==> src/rtl/fetch_pc_gen.sv <==
// Fetch-stage PC generator: drives N lane PCs to the BTB, forms the fetch bundle and picks the next fetch PC.
// Optional feature macro: FETCH_BTB_PREDICT_EN (BTB-driven taken-lane prediction; static not-taken when undefined).
module fetch_pc_gen #(
    parameter logic [31:0] RESET_PC = 32'h0,
    parameter int          SEQ_BITS = 4,
    parameter int          N        = 2
) (
    input  logic                    clock,
    input  logic                    reset,
    output logic [N-1:0][31:0]      PCs,
    input  logic [N-1:0][31:0]      target_PCs,
    input  logic [N-1:0]            btb_hits,
    input  logic                    icache_valid,
    input  logic                    fetch_ready,
    input  logic                    redirect_valid,
    input  logic [31:0]             redirect_PC,
    output logic [N-1:0]            fetch_valid,
    output logic [N-1:0][31:0]      fetch_PCs,
    output logic [N-1:0]            pred_taken,
    output logic [31:0]             pred_target,
    output logic [SEQ_BITS-1:0]     fetch_seq
);

    typedef enum logic [1:0] {
        BOOT,
        FETCH,
        HOLD
    } state_e;

    state_e              state_q, state_d;
    logic [31:0]         fetch_pc_q, fetch_pc_d;
    logic [SEQ_BITS-1:0] fetch_seq_q, fetch_seq_d;

    logic [N-1:0]        lane_valid;
    logic [N-1:0]        lane_taken;
    logic [31:0]         taken_target;
    logic                squash;
    logic                stall;
    logic                accept;

`ifndef FETCH_BTB_PREDICT_EN
    logic unused_btb;
    assign unused_btb = ^{btb_hits, target_PCs};
`endif

    always_comb begin
        for (int i = 0; i < N; i++) begin
            PCs[i] = fetch_pc_q + 32'(4 * i);
        end
    end

    assign fetch_PCs = PCs;

    // Lanes up to and including the first predicted-taken lane are valid; later lanes are cut.
    always_comb begin
        // NOTE: every variable gets a default before any conditional write, so no latch is inferred.
        lane_valid   = '0;
        lane_taken   = '0;
        taken_target = '0;
        for (int i = 0; i < N; i++) begin
            lane_valid[i] = ~|lane_taken;
`ifdef FETCH_BTB_PREDICT_EN
            if (~|lane_taken && btb_hits[i]) begin
                lane_taken[i] = 1'b1;
                taken_target  = target_PCs[i];
            end
`endif
        end
    end

    assign squash      = (state_q == BOOT) || !icache_valid || redirect_valid;
    assign fetch_valid = squash ? '0 : lane_valid;
    assign pred_taken  = squash ? '0 : lane_taken;
    assign pred_target = (|pred_taken) ? taken_target : 32'h0;
    assign stall       = !(icache_valid && fetch_ready);
    assign accept      = (|fetch_valid) && fetch_ready;
    assign fetch_seq   = fetch_seq_q;

    always_comb begin
        state_d     = state_q;
        fetch_pc_d  = fetch_pc_q;
        fetch_seq_d = fetch_seq_q;

        unique case (state_q)
            BOOT:    state_d = FETCH;
            FETCH:   if (stall) state_d = HOLD;
            HOLD:    if (!stall || redirect_valid) state_d = FETCH;
            default: state_d = BOOT;
        endcase

        // A redirect outranks everything; fetch_valid is already squashed so accept is low.
        if (redirect_valid) begin
            fetch_pc_d = redirect_PC;
        end else if (accept) begin
            fetch_pc_d  = (|pred_taken) ? pred_target : fetch_pc_q + 32'(4 * N);
            fetch_seq_d = fetch_seq_q + SEQ_BITS'(1);
        end
    end

    // NOTE: sequential state uses non-blocking assignments so every register samples pre-edge values.
    always_ff @(posedge clock) begin
        if (reset) begin
            state_q     <= BOOT;
            fetch_pc_q  <= RESET_PC;
            fetch_seq_q <= '0;
        end else begin
            state_q     <= state_d;
            fetch_pc_q  <= fetch_pc_d;
            fetch_seq_q <= fetch_seq_d;
        end
    end

endmodule

==> config.mk <==
export PLATFORM = sky130hd
export DESIGN_NAME = fetch_pc_gen
export DESIGN_NICKNAME = d
export VERILOG_FILES = /design/src/rtl/fetch_pc_gen.sv
export SDC_FILE = /design/constraint.sdc
export NUM_CORES = 1
export LEC_CHECK = 0
export CAP_MARGIN = 10
export CORE_AREA = 2 2 105 107
export CTS_BUF_LIST = sky130_fd_sc_hd__clkbuf_8
export DETAILED_ROUTE_END_ITERATION = 12
export DIE_AREA = 0 0 107 109
export PLACE_DENSITY = 0.79
export SLEW_MARGIN = 15
export SYNTH_ARGS = -nofsm -noshare
export SYNTH_HDL_FRONTEND = slang
export SYNTH_SLANG_ARGS = --single-unit
==> constraint.sdc <==
create_clock -name clock -period 6.7 [get_ports clock]
set_input_delay 1.34 -clock clock [delete_from_list [all_inputs] [get_ports clock]]
set_output_delay 1.34 -clock clock [all_outputs]
set_load 0.01 [all_outputs]
# After elaboration in Yosys (flattened, before gate mapping)
# Index checks and enable logic that the tools add are counted.
dict set report classes {
  bitwise 1
  reduce_logical 11
  add_sub_neg 3
  n_mux 6
  eq_ne 4
}
# op n
set ops {}
lappend ops {{two-way mux 32 bit} 2}
lappend ops {{adder 32 x 3 -> 32 bit, second input constant} 1}
lappend ops {{adder 32 x 4 -> 32 bit, second input constant} 1}
lappend ops {{two-way mux 2 bit} 3}
lappend ops {{one-hot mux 2 bit (3 select lines)} 1}
lappend ops {{adder 4 x 1 -> 4 bit, second input constant} 1}
lappend ops {{inequality test 2 bit, second input constant} 2}
lappend ops {{AND reduction 2 bit} 2}
lappend ops {{logical OR 1 bit} 3}
lappend ops {{equality test 2 x 1 -> 1 bit, second input constant} 1}
lappend ops {{equality test 2 bit, second input constant} 1}
lappend ops {{logical AND 1 bit} 2}
lappend ops {{logical NOT 2 bit} 1}
lappend ops {{nonzero test 2 bit} 1}
lappend ops {{OR reduction 2 bit} 1}
lappend ops {{logical NOT 1 bit} 1}
lappend ops {{inverter 1 bit} 1}
dict set report totals {
  word_cells 28
  ff_bits 38
  out_inout_bits 168
  in_bits 103
}

# Longest topological paths before layout
dict set report logic_depth {
  word_depth 8
  ltp_mapped 8
  mapped_depth_nobuf 6
}

# Worst setup path after synthesis
# OpenSTA, ideal clock, no wires.
dict set report synth_timing {
  path_kind {input to output}
  from {in redirect_valid}
  to {out fetch_valid[1]}
  path_stages 4
  slack_ps 3028
  arrival_ps 2332
  n_path_buf 3
  required_time_ps 5360
  cell_sequence {clkbuf_1 -> clkbuf_1 -> nor3b_1 -> buf_4}
}
dict set report synth_between {
  elab_chain_cells 2
}
# element line
set synth_rtl {}
lappend synth_rtl {{from (decl)} 15} ;# input logic redirect_valid,
lappend synth_rtl {{logical OR 1 bit} 71} ;# assign squash = (state_q == BOOT) || !icache_valid || redirect_valid;
lappend synth_rtl {{two-way mux 2 bit} 72} ;# assign fetch_valid = squash ? '0 : lane_valid;
lappend synth_rtl {{to (decl)} 17} ;# output logic [N-1:0] fetch_valid,
# Every way passes these cells.

==> flow_summary.json <==
{
  "synth_cell_types": 50,
  "rsz0062_at_grt": "false",
  "clk_latency_ps": 290,
  "p_per_area_nw_per_um2": 146,
  "fmax_mhz": 213,
  "swShare_pct": 30.7,
  "seqCellArea_um2": 761,
  "crit_buf_inv": 1,
  "synth_top_area_share_pct": 23.7,
  "synth_top_cells_by_area": "buf_4 (24%), dfxtp_1 (22%), xnor2_1 (6.7%)",
  "grt_pass1_wl_um": 15700,
  "place_inst": 644,
  "leakagePower_nw": 1.73,
  "worst_setup_path_end_kind": "output port",
  "critPathMaxStageDelay_ps": 750,
  "drc": 0,
  "cts_sinks": 38,
  "drive_gt1_share_pct": 4.69,
  "cts_buffers": 5,
  "syn_to_final_growth_pct": 36.3,
  "n_antenna_cell": 0,
  "syn_avg_cell_area_um2": 7.89,
  "cp.arrival_ps": 3350,
  "r2r_start": "fetch_pc_q[3]$_SDFFE_PP0P_",
  "setup_viol": 0,
  "required_ps": 5360,
  "post_cts_buffers": 0,
  "coreArea_um2": 10600,
  "finalCritPeriodShare_pct": 70.0,
  "htreeDepth": 2,
  "multi_input_area_um2": 1830,
  "irDropWorstVdd_uv": 79.7,
  "via_per_inst": 4.79,
  "cts_tree": "yes",
  "finalHoldViolCount": 0,
  "p_seq_share_pct": 40.4,
  "fill_cells": 1056,
  "critPathLaunch": "fetch_pc_q[2]$_SDFFE_PP0P_",
  "postRouteAntennaNets": 0,
  "firstDrtPassIters": 4,
  "hold_buffers": 0,
  "holdCritStartpoint": "fetch_seq[1]$_SDFFE_PP0P_",
  "io_pins": 271,
  "relSlewSlack_pct": 35.6,
  "vias": 3123,
  "wl_um": 10200,
  "initial_core_util_pct": 31.9,
  "die_w_um": 107,
  "synth_edf_count": 0,
  "maxCapViolations": 0,
  "hold_class": "register to register",
  "die_height_um": 109,
  "die-area_um2": 11700,
  "final_max_slew_viol_count": 0,
  "synth_seq_cells": 38,
  "final_common_cell": "clkdlybuf4s50_1",
  "finalSetupTns_ps": 0,
  "clockPowerShare_pct": 28.8,
  "start_kind": "register",
  "worst_slew_pin_slew_ps": 965,
  "path_class": "register to output port",
  "layout.nets": 617,
  "syn_inst": 429,
  "crit_family": "simple AND/OR/NAND/NOR gates",
  "finalClockSkew_ps": 12.4,
  "yosys_warnings": 0,
  "synth_area_um2": 3380,
  "drtIter0Drc": 142,
  "final_cell_mix": "clkdlybuf4s50_1 (170), dfxtp_1 (38), nand2_1 (37)",
  "path_cells": "ha_1, nand3_1, nor3_2, and2_1, nand3_1, xnor2_1, clkdlybuf4s50_1",
  "p_int_mw": 0.467,
  "overflow": 0,
  "antenna_found_initial": 1,
  "wire_per_inst_um": 15.7,
  "p_sw_mw": 0.207,
  "port_buffers": 170,
  "clock_path_buffers": 2,
  "hpwlAfterDp_um": 7760,
  "clkTransAtPathRegs_ps": 80,
  "seq_area_frac_synth_pct": 22.5,
  "period_minus_slack_ps": 4690,
  "synth_top_cell_by_area": "buf_4",
  "final_cells": 652,
  "grt_usage_pct": 17.0,
  "fp-row-count": 38,
  "place.gp.congestion": 0.831,
  "crit_slowest_cell": "dfxtp_1",
  "clock-root-buffer": "clkbuf_8",
  "status": "finished, final reports clean",
  "grt_pass1_vias": 2897,
  "path_max_fanout": 15,
  "synth_ff_type": "dfxtp_1",
  "post_cts_resized": 0,
  "power_frac_comb_pct": 30.8,
  "crit_top_cell": "nand3_1",
  "synthArstFlopShare_pct": 0,
  "grt_max_degree": 41
}
cell type report:
type	instances	share of cell area, %
clock buffers	5	1.49
repair buffers	173	37.4
clock inverters	3	0.814
inverters	4	0.326
flip-flops and latches	38	16.5
well taps	140	3.80
multi-input cells	289	39.7
kinds of logic (layout without fill, tap and decap cells):
| kind of cell | Yosys count | in the layout | synth area share (%) |
|---|---|---|---|
| simple gates | 141 | 141 | 23.2 |
| other cells | 1 | 34 | 0.111 |
| flops | 38 | 38 | 22.5 |
| mux | 7 | 7 | 2.11 |
| xor+xnor | 49 | 49 | 12.7 |
| buf+inv | 135 | 185 | 27.3 |
| compound gates | 55 | 55 | 11.1 |
| fa+ha+maj | 3 | 3 | 1.11 |
through the flow:
stage / cell area (µm²) / worst slack (ps) / hold WS [ps] / total power, mW / utilization (%)
final: 4610 / 2010 / 519 / 0.674 / 43.5
after detailed placement: 4510 / 2330 / 505 / 0.486 / 42.5
after floorplan: 3510 / 3030 / 508 / 0.404 / -
after CTS: 4610 / 1990 / 516 / 0.681 / 43.5
after global routing: 4610 / 1800 / 548 / 0.704 / 43.5
after global placement: 4510 / 2310 / 480 / 0.481 / 42.5
worst min-delay path: cells and delay by family (launching register included):
family | cells | cell delay, ps
and+or+nand+nor | 1 | 70
AOI/OAI and AO/OA | 1 | 60
DFF | 1 | 350
final timing paths:
path,endpoint,cells after the start,slack (ps)
hold / removal,fetch_seq[1]$_SDFFE_PP0P_,2,520
setup / recovery,PCs[58],7,2010
hold reg to reg,fetch_seq[1]$_SDFFE_PP0P_,2,520
setup reg to reg,fetch_pc_q[31]$_SDFFE_PP0P_,6,4480
power by group through the flow:
stage | Combinational (mW) | Sequential [mW] | Clock, mW
final | 0.208 | 0.272 | 0.194
after global routing | 0.222 | 0.276 | 0.206
after CTS | 0.209 | 0.272 | 0.200
after detailed placement | 0.209 | 0.277 | 0
after global placement | 0.205 | 0.275 | 0
after floorplan | 0.140 | 0.264 | 0
Yosys cell counts (6+ instances only):
cell type,n
dfxtp_1,38
or3_1,6
xnor2_1,26
mux2i_1,6
nor2_1,33
nand2_1,37
nand4_1,13
and3_1,9
xor2_1,23
nor3_1,7
a211oi_1,8
buf_2,9
a21oi_1,12
a31oi_1,6
clkbuf_1,10
buf_4,107
o22ai_1,8
nand3_1,15
sequential cells by signal, indices dropped and copies added (netlist names):
name,flops
fetch_pc_q,32
fetch_seq,4
state_q,2
layer usage:
| layer | track usage (%) | wire (µm) | up-vias |
|---|---|---|---|
| met5 | 0 | 13 | - |
| li1 | - | - | 1503 |
| met2 | 30.4 | 5210 | 141 |
| met4 | 4.64 | 112 | 2 |
| met1 | 21.0 | 4210 | 1467 |
| met3 | 3.11 | 672 | 10 |
Note: power is estimated with default switching activity, not from simulation.
